## src/rtl/par2ser_pkg.sv

```systemverilog
// Shared definitions for the 8-bit parallel-to-serial converter:
// word width, the idle value of the bit index, and the FSM state encoding.
package par2ser_pkg;

    // Parallel word width; the bit index is 3 bits, so only 8 is meaningful.
    localparam int P2S_W = 8;

    // Bit index shown on CTR while no word is being shifted out.
    localparam logic [2:0] CTR_IDLE = 3'b111;

    // Converter FSM states.
    typedef enum logic {
        ST_IDLE  = 1'b0,
        ST_SHIFT = 1'b1
    } state_e;

endpackage

```

## src/rtl/par2ser_8_bit_ctr3.sv

```systemverilog
// 3-bit bit-index down-counter for par2ser_8.
// Counts 7..0 while enabled and wraps 0 -> 7 naturally. It flags the terminal
// count at 0, and it exposes its next value so the owner can register outputs
// that depend on the index the counter is about to show.
module bit_ctr3
    import par2ser_pkg::*;
(
    input  logic       CLK,
    input  logic       reset,
    input  logic       load,
    input  logic       dec,
    output logic [2:0] cnt,
    output logic [2:0] cnt_nxt,
    output logic       tc
);

    logic [2:0] cnt_q;
    logic [2:0] cnt_d;

    // Next count: reset and load force the idle index, otherwise step down by one.
    always_comb begin
        cnt_d = cnt_q;
        if (reset || load) begin
            cnt_d = CTR_IDLE;
        end else if (dec) begin
            cnt_d = cnt_q - 3'd1;
        end
    end

    // Count register.
    always_ff @(posedge CLK) begin
        cnt_q <= cnt_d;
    end

    assign cnt     = cnt_q;
    assign cnt_nxt = cnt_d;
    assign tc      = (cnt_q == 3'd0);

endmodule

```

## src/rtl/par2ser_8.sv

```systemverilog
// par2ser_8: 8-bit parallel-to-serial converter, MSB first.
// A shifter register holds the word on the wire and a one-deep hold register
// skids the next word, so a steady upstream produces a gap-free bit stream.
// Every serial output is registered from next-state values. in_ready is the
// only combinational output.
module par2ser_8
    import par2ser_pkg::*;
#(
    parameter int W = P2S_W
) (
    input  logic         CLK,
    input  logic         reset,
    input  logic         in_valid,
    input  logic [W-1:0] in_data,
    output logic         in_ready,
    output logic         ser_data,
    output logic         ser_valid,
    output logic         ser_first,
    output logic         ser_last,
    output logic [2:0]   CTR
);

    state_e         state_q;
    state_e         state_d;
    logic [W-1:0]   shifter_q;
    logic [W-1:0]   shifter_d;
    logic [W-1:0]   hold_q;
    logic [W-1:0]   hold_d;
    logic           hold_full_q;
    logic           hold_full_d;
    logic           ser_data_q;
    logic           ser_data_d;
    logic           ser_valid_q;
    logic           ser_valid_d;
    logic           ser_first_q;
    logic           ser_first_d;
    logic           ser_last_q;
    logic           ser_last_d;

    logic           accept;
    logic [2:0]     ctr_q;
    logic [2:0]     ctr_d;
    logic           ctr_tc;
    logic           ctr_load;
    logic           ctr_dec;

    // A word can be taken whenever the skid buffer is free and reset is low.
    assign in_ready = !hold_full_q && !reset;
    assign accept   = in_valid && in_ready;

    // The counter holds the idle index whenever the FSM is (or becomes) idle.
    // It steps down on every cycle spent shifting, and wraps 0 -> 7 between words.
    assign ctr_load = (state_d == ST_IDLE);
    assign ctr_dec  = (state_q == ST_SHIFT);

    bit_ctr3 u_bit_ctr3 (
        .CLK     (CLK),
        .reset   (reset),
        .load    (ctr_load),
        .dec     (ctr_dec),
        .cnt     (ctr_q),
        .cnt_nxt (ctr_d),
        .tc      (ctr_tc)
    );

    // FSM state register.
    always_ff @(posedge CLK) begin
        state_q <= state_d;
    end

    // FSM next state: start on accept, keep shifting at bit 0 while a next word exists.
    always_comb begin
        state_d = state_q;
        if (reset) begin
            state_d = ST_IDLE;
        end else begin
            case (state_q)
                ST_IDLE: begin
                    if (accept) begin
                        state_d = ST_SHIFT;
                    end
                end
                ST_SHIFT: begin
                    if (ctr_tc) begin
                        state_d = (hold_full_q || accept) ? ST_SHIFT : ST_IDLE;
                    end
                end
                default: state_d = ST_IDLE;
            endcase
        end
    end

    // Word routing: load the shifter directly when idle, park mid-word arrivals in hold,
    // and at bit 0 refill the shifter from hold first (older word), else bypass the input.
    always_comb begin
        shifter_d   = shifter_q;
        hold_d      = hold_q;
        hold_full_d = hold_full_q;
        if (reset) begin
            shifter_d   = '0;
            hold_d      = '0;
            hold_full_d = 1'b0;
        end else begin
            case (state_q)
                ST_IDLE: begin
                    if (accept) begin
                        shifter_d = in_data;
                    end
                end
                ST_SHIFT: begin
                    if (!ctr_tc) begin
                        if (accept) begin
                            hold_d      = in_data;
                            hold_full_d = 1'b1;
                        end
                    end else if (hold_full_q) begin
                        shifter_d   = hold_q;
                        hold_full_d = accept;
                        if (accept) begin
                            hold_d = in_data;
                        end
                    end else if (accept) begin
                        shifter_d = in_data;
                    end
                end
                default: begin
                    shifter_d   = shifter_q;
                    hold_d      = hold_q;
                    hold_full_d = hold_full_q;
                end
            endcase
        end
    end

    // FSM outputs: derived from next state, next word and next index so they can be registered.
    always_comb begin
        ser_valid_d = (state_d == ST_SHIFT);
        ser_data_d  = 1'b0;
        ser_first_d = 1'b0;
        ser_last_d  = 1'b0;
        if (ser_valid_d) begin
            ser_data_d  = shifter_d[ctr_d];
            ser_first_d = (ctr_d == CTR_IDLE);
            ser_last_d  = (ctr_d == 3'd0);
        end
    end

    // Data and output registers; reset values come through the _d logic above.
    always_ff @(posedge CLK) begin
        shifter_q   <= shifter_d;
        hold_q      <= hold_d;
        hold_full_q <= hold_full_d;
        ser_data_q  <= ser_data_d;
        ser_valid_q <= ser_valid_d;
        ser_first_q <= ser_first_d;
        ser_last_q  <= ser_last_d;
    end

    assign ser_data  = ser_data_q;
    assign ser_valid = ser_valid_q;
    assign ser_first = ser_first_q;
    assign ser_last  = ser_last_q;
    assign CTR       = ctr_q;

endmodule

```

## config.mk

```make
export PLATFORM = sky130hd
export DESIGN_NAME = par2ser_8
export DESIGN_NICKNAME = d
export VERILOG_FILES = /design/src/rtl/par2ser_pkg.sv /design/src/rtl/par2ser_8_bit_ctr3.sv /design/src/rtl/par2ser_8.sv
export SDC_FILE = /design/constraint.sdc
export NUM_CORES = 1
export LEC_CHECK = 0
export ABC_AREA = 1
export BUFFER_PORTS_ARGS = -buffer_cell sky130_fd_sc_hd__buf_2
export CORE_ASPECT_RATIO = 0.9
export CORE_MARGIN = 1
export CORE_UTILIZATION = 45
export CTS_CLUSTER_SIZE = 10
export DETAILED_ROUTE_END_ITERATION = 7
export PLACE_DENSITY = 0.65
export SLEW_MARGIN = 20
export SYNTH_ARGS = -nofsm -noshare
export SYNTH_HDL_FRONTEND = slang
export SYNTH_SLANG_ARGS = --single-unit
```

## constraint.sdc

```tcl
create_clock -name CLK -period 2.3 [get_ports CLK]
set_input_delay 0.46 -clock CLK [delete_from_list [all_inputs] [get_ports CLK]]
set_output_delay 0.46 -clock CLK [all_outputs]
set_load 0.05 [all_outputs]
```

==> summary by stage, run 1 <==
Cells and area
Relative to the synthesized area, the layout overhead comes to 10.63%. The layout filler cell count is 300. After routing the design area is 1498 um2. For this run, the post-layout net count is 230. The share of cells above drive strength 1 is 15.74%. The repair_antennas step left the layout with diodes totalling 0.

CTS
CTS saw 24 sinks. The post-cts sizing count is 0. TritonCTS built the clock tree. The number of H-tree levels is 1. The number of clock buffers added by TritonCTS is 3. In this run the post-CTS setup repair buffer count came out at 0. CTS placed an instance of clkbuf_4 at the clock tree root. The later pin in the worst-skew pair is clocked with a latency of 0.32 ns. The maximum root-to-sink buffer count is 2.

Buffers inserted to repair hold after CTS numbered 0. Clock-pin slew was measured on the worst setup and hold paths at 0.14 ns.

Power and ir drop
Dividing total power by cell area gives a power density of 621.8 nW/um2. In this run switching power makes up 33.73% of total power. Sequential cells account for 50.0% of the total power.

The analysis attributes to cell leakage a power of 0.0007713 uW. The clock network is responsible for 24.4% of the overall power. Cell internal power was estimated by the tool at 617.2 uW. The total power consumption of the routed design is 931.3 uW. The worst supply voltage drop on vdd is 0.3328 mV. The net switching power is 314.1 uW. The combinational cell fraction of total power is 25.6%.

Critical path
The number of cells on the worst reg-to-reg path is 7. The slack of the worst reg-to-reg path is 0.45 ns. Grouping stages by cell kind, the critical path spends the most delay in simple AND/OR/NAND/NOR gates. In this run the worst path has a maximum fanout of 18. The standard cell with the maximum stage delay on the critical path is nand2_1. Walking the worst path, the cells encountered are inv_1 -> ha_1 -> nand2_1 -> nand3_2 -> inv_1 -> nand2_1 -> a21oi_1. In this run the critical register-to-register path is captured at hold_q[3]. The worst register-to-register path begins at u_bit_ctr3.cnt[0]. The largest incremental delay on the critical path is 0.46 ns. The worst setup path is captured at a flip-flop. The required time reported for the critical path endpoint is 2.55 ns. The nature of the critical path startpoint is a flip-flop. Data arrives at the worst endpoint at 2.11 ns.

The critical path is of the flip-flop to flip-flop type. The number of buffers and inverters on the critical path is 2.

Place
The placed standard-cell area is 1461 um2. Input and output buffers added on the ports amount to 18. Detailed placement ended at an HPWL of 2370 um. The last weighted congestion value of the routability-driven placer is 0.8240.

Logic synthesis
The main flop type after synthesis is dfxtp_1. The number of storage elements in the synthesis netlist is 24. Yosys instantiated no cell more often than nand2_1. By area the synthesized netlist is led by dfxtp_1 35%, nand2_1 15%, nand3_1 13%. The share of synthesized area in the top cell type comes to 35.49%.

The count of flip-flops with a built-in enable after synthesis is 0. By count the netlist is led by 54 x nand2_1, 34 x nand3_1, 24 x dfxtp_1. The library cell with the largest summed area after synthesis is dfxtp_1. For this run, the register share of the synthesized area comes to 35.49%.

The synthesized netlist cell count is 200. The synthesis warning total is 0. The number of distinct standard cells referenced by the synthesized netlist is 23. For this run, asynchronously set or reset flops after synthesis account for 0%. The post-synth net total is 213. The post-synthesis instance area is 1354 um2. Dividing the synthesized area by the synthesized cell count gives 6.769 um2.

Drt
The final routed DRC violation total is 0. In the routed layout, each cell is associated on average with a via count of 5.281. In the final routed layout, each cell accounts on average for 11.90 um. The detail route stage leaves a number of antenna-violating nets equal to 0. The final routed wirelength across all metal layers is 3047 um. The via count is 1352. The number of design-rule violations left by the first detailed-router iteration is 47. The first detailed-routing pass ran for 4 iterations.

Floorplan
The height of the die is 54.04 um. During I/O placement, the number of pins put on the boundary was 19. The die is 59.82 um wide. The initial core utilization is 48.48%. The floorplan has 18 rows.

The area of the core region is 2793 um2. The floorplan die area is 3232 um2.

Global route
Entering global routing, the biggest net connects 19 pins. The first global-routing pass estimated 5181 um of wire. The number of global-route vias before repair was 1280. Across every metal layer, demand over resource in global routing totals 21.35%.

The number of antenna violations at the first check in global routing came to 0. Summed over all layers, the global routing overflow is 0.

Hold path
The startpoint identified for the worst hold timing path is in_data[5]. The worst hold path terminates at hold_q[5]. The type of the worst min-delay path is primary input to flip-flop. The worst hold path stage count is 3.

STA
After routing, the total negative slack on setup checks comes to 0 ns. The achievable clock frequency is 0.5394 GHz. The hold violation total from the final report was 0. The number of max-slew violations in the final report came to 0.

Headroom to the max-slew limit came out at 59.75%. The final clock period utilization by the worst path is 80.60%. The final critical delay including setup and external delays is 1.854 ns. The hold slack is 0.3867 ns. For the pin with the worst max-slew slack, the measured transition is 0.6023 ns.

Across the routed clock network, the largest skew measured is 0.006270 ns. Setup violations remaining at the end of the flow were counted as 0. Setup repair after global routing left no endpoint under its margin.

Run status
The run finished with clean final reports.

Run
Across the run, the number of max-cap violations was 0.
==> state kept, by name, indices dropped and copies added (netlist names) <==
| name | cells |
|---|---|
| shifter_q | 8 |
| u_bit_ctr3.cnt | 3 |
| ser_first | 1 |
| hold_full_q | 1 |
| hold_q | 8 |
| ser_last | 1 |
| ser_valid | 1 |
| ser_data | 1 |
==> cell usage in the layout, fill, tap and decap left out, types with 2 or more instances in the layout <==
master    Yosys  routed
o21ai_0       6       6
dfxtp_1      24      24
a21oi_1      20      20
inv_1        16      16
ha_1          2       2
nand3_1      34      34
inv_2         2       2
nand3_2       2       2
nor2_2        2       2
buf_2         5      18
clkbuf_4      0       3
nor2_1       18      18
nand3b_1      3       3
nand2_1      54      54
nand2_8       2       2
nand2_4       2       2
==> metal layers <==
layer | vias to the layer above | track usage, % | routed length [um]
li1 | 688 | - | -
met1 | 635 | 24.42 | 1321
met2 | 25 | 41.11 | 1585
met3 | 4 | 4.327 | 94
met4 | 0 | 3.876 | 46
met5 | - | 0 | 0
==> kinds of logic after synthesis <==
family	share of synthesized area, %
buffers and inverters	7.394
DFF	35.49
xor gates and xnor gates	1.294
and+or+nand+nor	43.99
adders and majority gates	1.848
AOI/OAI and AO/OA	9.982
==> worst max-delay path by stage <==
| stage | from | endpoint | slack (ns) | depth (start not counted) |
|---|---|---|---|---|
| 6_report | u_bit_ctr3.cnt[0] | hold_q[3] | 0.45 | 7 |
| 5_1_grt | u_bit_ctr3.cnt[0] | ser_data | 0.24 | 12 |
| 2_1_floorplan | u_bit_ctr3.cnt[0] | ser_data | 0.40 | 12 |
| 4_1_cts | u_bit_ctr3.cnt[0] | ser_data | 0.45 | 12 |
| 3_3_place_gp | u_bit_ctr3.cnt[0] | ser_data | 0.53 | 12 |
| 3_5_place_dp | u_bit_ctr3.cnt[0] | ser_data | 0.47 | 12 |
==> power by group through the flow <==
stage                     logic, uW  clock network (uW)  registers [uW]
after global placement          233                   0             474
after detailed placement        239                   0             475
after floorplan                 162                   0             502
final                           238                 227             466
after global routing            270                 246             469
after CTS                       240                 229             466
==> worst reg2reg max path: stages (launching register included) <==
cell and delay [ns]:
dfxtp_1 0.39, inv_1 0.08, ha_1 0.22, nand2_1 0.46
nand3_2 0.29, inv_1 0.17, nand2_1 0.07, a21oi_1 0.12
==> stage by stage <==
stage / setup slack, ns / cells / utilization (%)
floorplan: 0.3989 / 200 / -
global placement: 0.5277 / 252 / 52.33
detailed placement: 0.4749 / 252 / 52.33
CTS: 0.4513 / 256 / 53.63
global route: 0.2435 / 256 / 53.63
finish: 0.4461 / 256 / 53.63
==> area by class of cell <==
class	instances	area (um2)	area share [%]
inverters	18	67.56	4.511
repair buffers	18	90.09	6.015
well taps	40	50.05	3.342
flip-flops and latches	24	480.5	32.08
multi-input cells	152	773.2	51.63
clock buffers	4	36.28	2.423
(Power assumes the default switching activity.)
==> run 2: changes to the inputs <==
- ABC_AREA: 1 -> 0
- clock period: 2.3 -> 1.8 ns (I/O delays scaled with it)
==> summary by stage, run 2 <==
CTS
The total CTS buffers came to 3 (unchanged). The clock latency at the later pin of the worst-skew pair came to 0.31 ns (was 0.32 ns). The TritonCTS sink count is 24 (unchanged). The hold-fix buffer count after cts came to 0 (unchanged). The CTS tree is yes (unchanged). The clock input transition at the sequential cells of the worst setup and hold paths is 0.13 ns (was 0.14 ns).

The number of H-tree levels is 1 (unchanged). The maximum root-to-sink buffer count is 2 (unchanged). The cell at the root of the clock tree is clkbuf_4 (unchanged).

Cells and area
The area added between synthesis and finish is 20.74% (was 10.63%). Commonest cells after routing, fill and taps aside: 21 x dfxtp_1, 18 x buf_2, 17 x buf_4 (was 54 x nand2_1, 34 x nand3_1, 24 x dfxtp_1). The count of nets after finishing is 205 (was 230). The final standard cell count with taps included and fillers excluded is 233 (was 256).

The most frequent standard cell in the layout excluding fill and tap cells is dfxtp_1 (was nand2_1). The area taken by flip-flops and latches is 489.2 um2 (was 480.5 um2). The number of diodes came to 0 (unchanged). The layout filler cell count is 270 (was 300). The share of cells above drive strength 1 is 35.60% (was 15.74%). The area of combinational cells with multiple inputs is 899.6 um2 (was 773.2 um2). The post-route cell area was 1763 um2 (was 1498 um2).

Logic synthesis
Most frequent cells after synthesis: 24 x dfxtp_1, 16 x a21oi_1, 15 x nor2_1 (was 54 x nand2_1, 34 x nand3_1, 24 x dfxtp_1). The number of storage elements in the synthesis netlist is 24 (unchanged). The proportion of netlist area held by the largest area contributor was 32.90% (was 35.49%).

The library cell with the largest summed area after synthesis is dfxtp_1 (unchanged). The register area share after synthesis was 32.90% (was 35.49%). The post-synthesis instance area was 1460 um2 (was 1354 um2). Synth area leaders: dfxtp_1 33%, mux2i_1 6.2%, a221oi_2 6.2% (was dfxtp_1 35%, nand2_1 15%, nand3_1 13%). The async set or reset register ratio after synthesis is 0% (unchanged). The count of flip-flops with a built-in enable after synthesis is 0 (unchanged). The number of distinct standard cells referenced by the synthesized netlist is 40 (was 23).

The main flop type after synthesis was dfxtp_1 (unchanged). The post-synth net total came to 175 (was 213). The synthesized netlist cell count is 162 (was 200). The mean area per synthesized cell came to 9.013 um2 (was 6.769 um2). The synthesis warning total is 0 (unchanged). The most common cell in the synthesized netlist is dfxtp_1 (was nand2_1).

Critical path
The worst-path maximum fanout is 5 (was 18). The largest incremental delay on the critical path is 0.40 ns (was 0.46 ns). The required time reported for the critical path endpoint is 2.00 ns (was 2.55 ns). The nature of the critical path startpoint is a flip-flop (unchanged). The critical path class is flip-flop to flip-flop (unchanged). The standard cell with the maximum stage delay on the critical path is or3_4 (was nand2_1).

The worst endpoint data arrival time is 2.02 ns (was 2.11 ns). Cells along the critical path: inv_4 -> ha_4 -> or3b_4 -> a21oi_4 -> or3_4 -> nor3b_2 -> a22oi_1 -> nand4_1 (was inv_1 -> ha_1 -> nand2_1 -> nand3_2 -> inv_1 -> nand2_1 -> a21oi_1). The endpoint type of the worst setup path is a flip-flop (unchanged).

Power and ir drop
The total power consumption of the routed design was 1142 uW (was 931.3 uW). The part of the total power dissipated in sequential elements was 51.5% (was 50.0%). The static leakage is 0.0007928 uW (was 0.0007713 uW). The worst supply voltage drop on vdd is 0.4145 mV (was 0.3328 mV).

The combinational cell fraction of total power was 27.2% (was 25.6%). The clock power share is 21.2% (was 24.4%). The internal power is 777.1 uW (was 617.2 uW). The total power per unit cell area was 647.5 nW/um2 (was 621.8 nW/um2). The fraction of power spent switching nets is 31.92% (was 33.73%). The net switching power is 364.4 uW (was 314.1 uW).

Floorplan
The floorplan die area is 3477 um2 (was 3232 um2). The height of the die was 56.04 um (was 54.04 um). The die span in x came to 62.05 um (was 59.82 um). The I/O pin count is 19 (unchanged).

The initial core utilization is 47.61% (was 48.48%). The cell row count is 19 (was 18). The area of the core region is 3067 um2 (was 2793 um2).

Place
The last weighted congestion value of the routability-driven placer is 0.8102 (was 0.8240). The detailed placer's ending HPWL is 2468 um (was 2370 um). The placed standard-cell area is 1697 um2 (was 1461 um2). The post-placement setup slack is -0.03240 ns (was 0.4749 ns).

The total instance count after detailed placement is 228 (was 252). The count of buffers from port buffering is 18 (unchanged).

STA
The slew of the pin with the lowest slew margin was 0.4731 ns (was 0.6023 ns). The count of final setup violators is 1 (was 0). The achievable clock frequency is 0.5513 GHz (was 0.5394 GHz).

The minimum setup slack in the final design is -0.01375 ns (was 0.4461 ns). The worst clock skew on the final layout was 0.004574 ns (was 0.006270 ns). The hold violation total from the final report is 0 (unchanged). Unrepaired setup endpoints after global routing: yes (was no). The headroom to the max-slew limit came to 68.24% (was 59.75%). The final clock period utilization by the worst path is 100.8% (was 80.60%). The number of max-slew violations in the final report is 0 (unchanged). The final critical delay including setup and external delays was 1.814 ns (was 1.854 ns).

Drt
The via count is 1249 (was 1352). The number of nets with antenna violations after detailed routing was 0 (unchanged). The detailed-route vias per instance is 5.361 (was 5.281). The final routed wirelength across all metal layers is 3273 um (was 3047 um).

The wire length on met1 is 1540 um (was 1321 um). The first-pass detailed-route iteration total is 4 (unchanged). The highest metal layer with signal wires is met4 (unchanged). The final routed DRC violation total is 0 (unchanged). The number of design-rule violations left by the first detailed-router iteration is 53 (was 47). The detailed route wirelength on metal2 was 1567 um (was 1585 um). The average wire per cell in the routed design was 14.05 um (was 11.90 um).

The wire length on met3 was 144 um (was 94 um).

Global route
The number of global-route vias before repair is 1260 (was 1280). The global route total overflow is 0 (unchanged). The maximum number of pins on one net before global-route repair is 22 (was 19). The overall global routing resource usage is 21.02% (was 21.35%).

The global-route wire length before repair is 5464 um (was 5181 um). The number of antenna violations at the first check in global routing was 0 (unchanged).

Hold path
The type of the worst min-delay path is primary input to flip-flop (unchanged).

Run status
Result of the run: complete, but fails checks (was complete, no violations). The final reports fail on negative setup slack.

Run
The count of maximum capacitance violations came to 0 (unchanged).
[run 2: changes by cell type in the layout (fill, tap and decap cells not counted), moves of 5 or more]
cell / change
mux2i_1: +9
nand2b_1: +5
buf_4: +17
inv_1: -6
nand2_1: -53
mux2_1: +7
a221oi_2: +6
o21ai_1: +7
nand3_1: -31
[run 2: kinds of logic (layout without fill, tap and decap cells)]
logic type | count (synthesis) | after routing | synth area share, %
AND/OR/NAND/NOR | 42 | 42 | 16.54
multiplexers | 19 | 19 | 14.40
flip-flops | 24 | 24 | 32.90
buffers and inverters | 25 | 54 | 8.740
XOR/XNOR | 3 | 3 | 1.800
adder cells (fa/ha/maj) | 2 | 2 | 1.714
AO/OA/AOI/OAI | 47 | 47 | 23.91
[run 2: layer usage]
metal / up-vias / global-route usage, %
li1: 644 / -
met1: 577 / 27.95
met2: 26 / 34.50
met3: 2 / 4.186
met4: 0 / 4.444
met5: - / 0
[run 2: area by class of cell]
cell class,instances,share of cell area [%]
Timing Repair Buffer,36,13.48
Multi-Input combinational cell,113,51.03
Clock buffer,3,1.278
Tap cell,42,2.981
Clock inverter,1,0.2129
Sequential cell,24,27.75
Inverter,14,3.265
[run 2: worst paths after layout]
check	start	endpoint	slack [ns]	cells after the start
min reg2reg	hold_q[0]	hold_q[0]	0.50	2
min	in_data[4]	hold_q[4]	0.28	2
max reg2reg	u_bit_ctr3.cnt[0]	ser_data	-0.01	8
max	u_bit_ctr3.cnt[0]	ser_data	-0.01	8
[run 2: power by group through the flow]
stage / clock (uW) / combinational (uW) / sequential [uW]
final: 242 / 311 / 588
after global routing: 277 / 335 / 593
after CTS: 256 / 311 / 588
after detailed placement: 0 / 298 / 600
after global placement: 0 / 292 / 598
after floorplan: 0 / 187 / 624
[run 2: critical path: cells and delay by family (launching register included)]
kind / cells / cell delay, ns
AND/OR/NAND/NOR: 4 / 0.89
AO/OA/AOI/OAI: 2 / 0.23
adder cells (fa/ha/maj): 1 / 0.15
buffers and inverters: 1 / 0.04
flip-flops: 1 / 0.38
[run 2: through the flow]
stage          util, %  setup TNS (ns)  hold WS (ns)
2_1_floorplan        -        -0.08160        0.4349
3_3_place_gp     55.32      -0.0006428        0.4549
3_5_place_dp     55.32        -0.03240        0.4848
4_1_cts          57.49        -0.01819        0.2735
5_1_grt          57.49        -0.08534        0.2536
6_report         57.49        -0.01375        0.2845
[run 2: repair_timing]
item                                   4_1_cts  5_1_grt
endpoints found under the hold margin        0        0
resized for setup                            7        0
buffers inserted                             1        0
pin swaps                                    9        1
setup endpoints to repair                    1        1
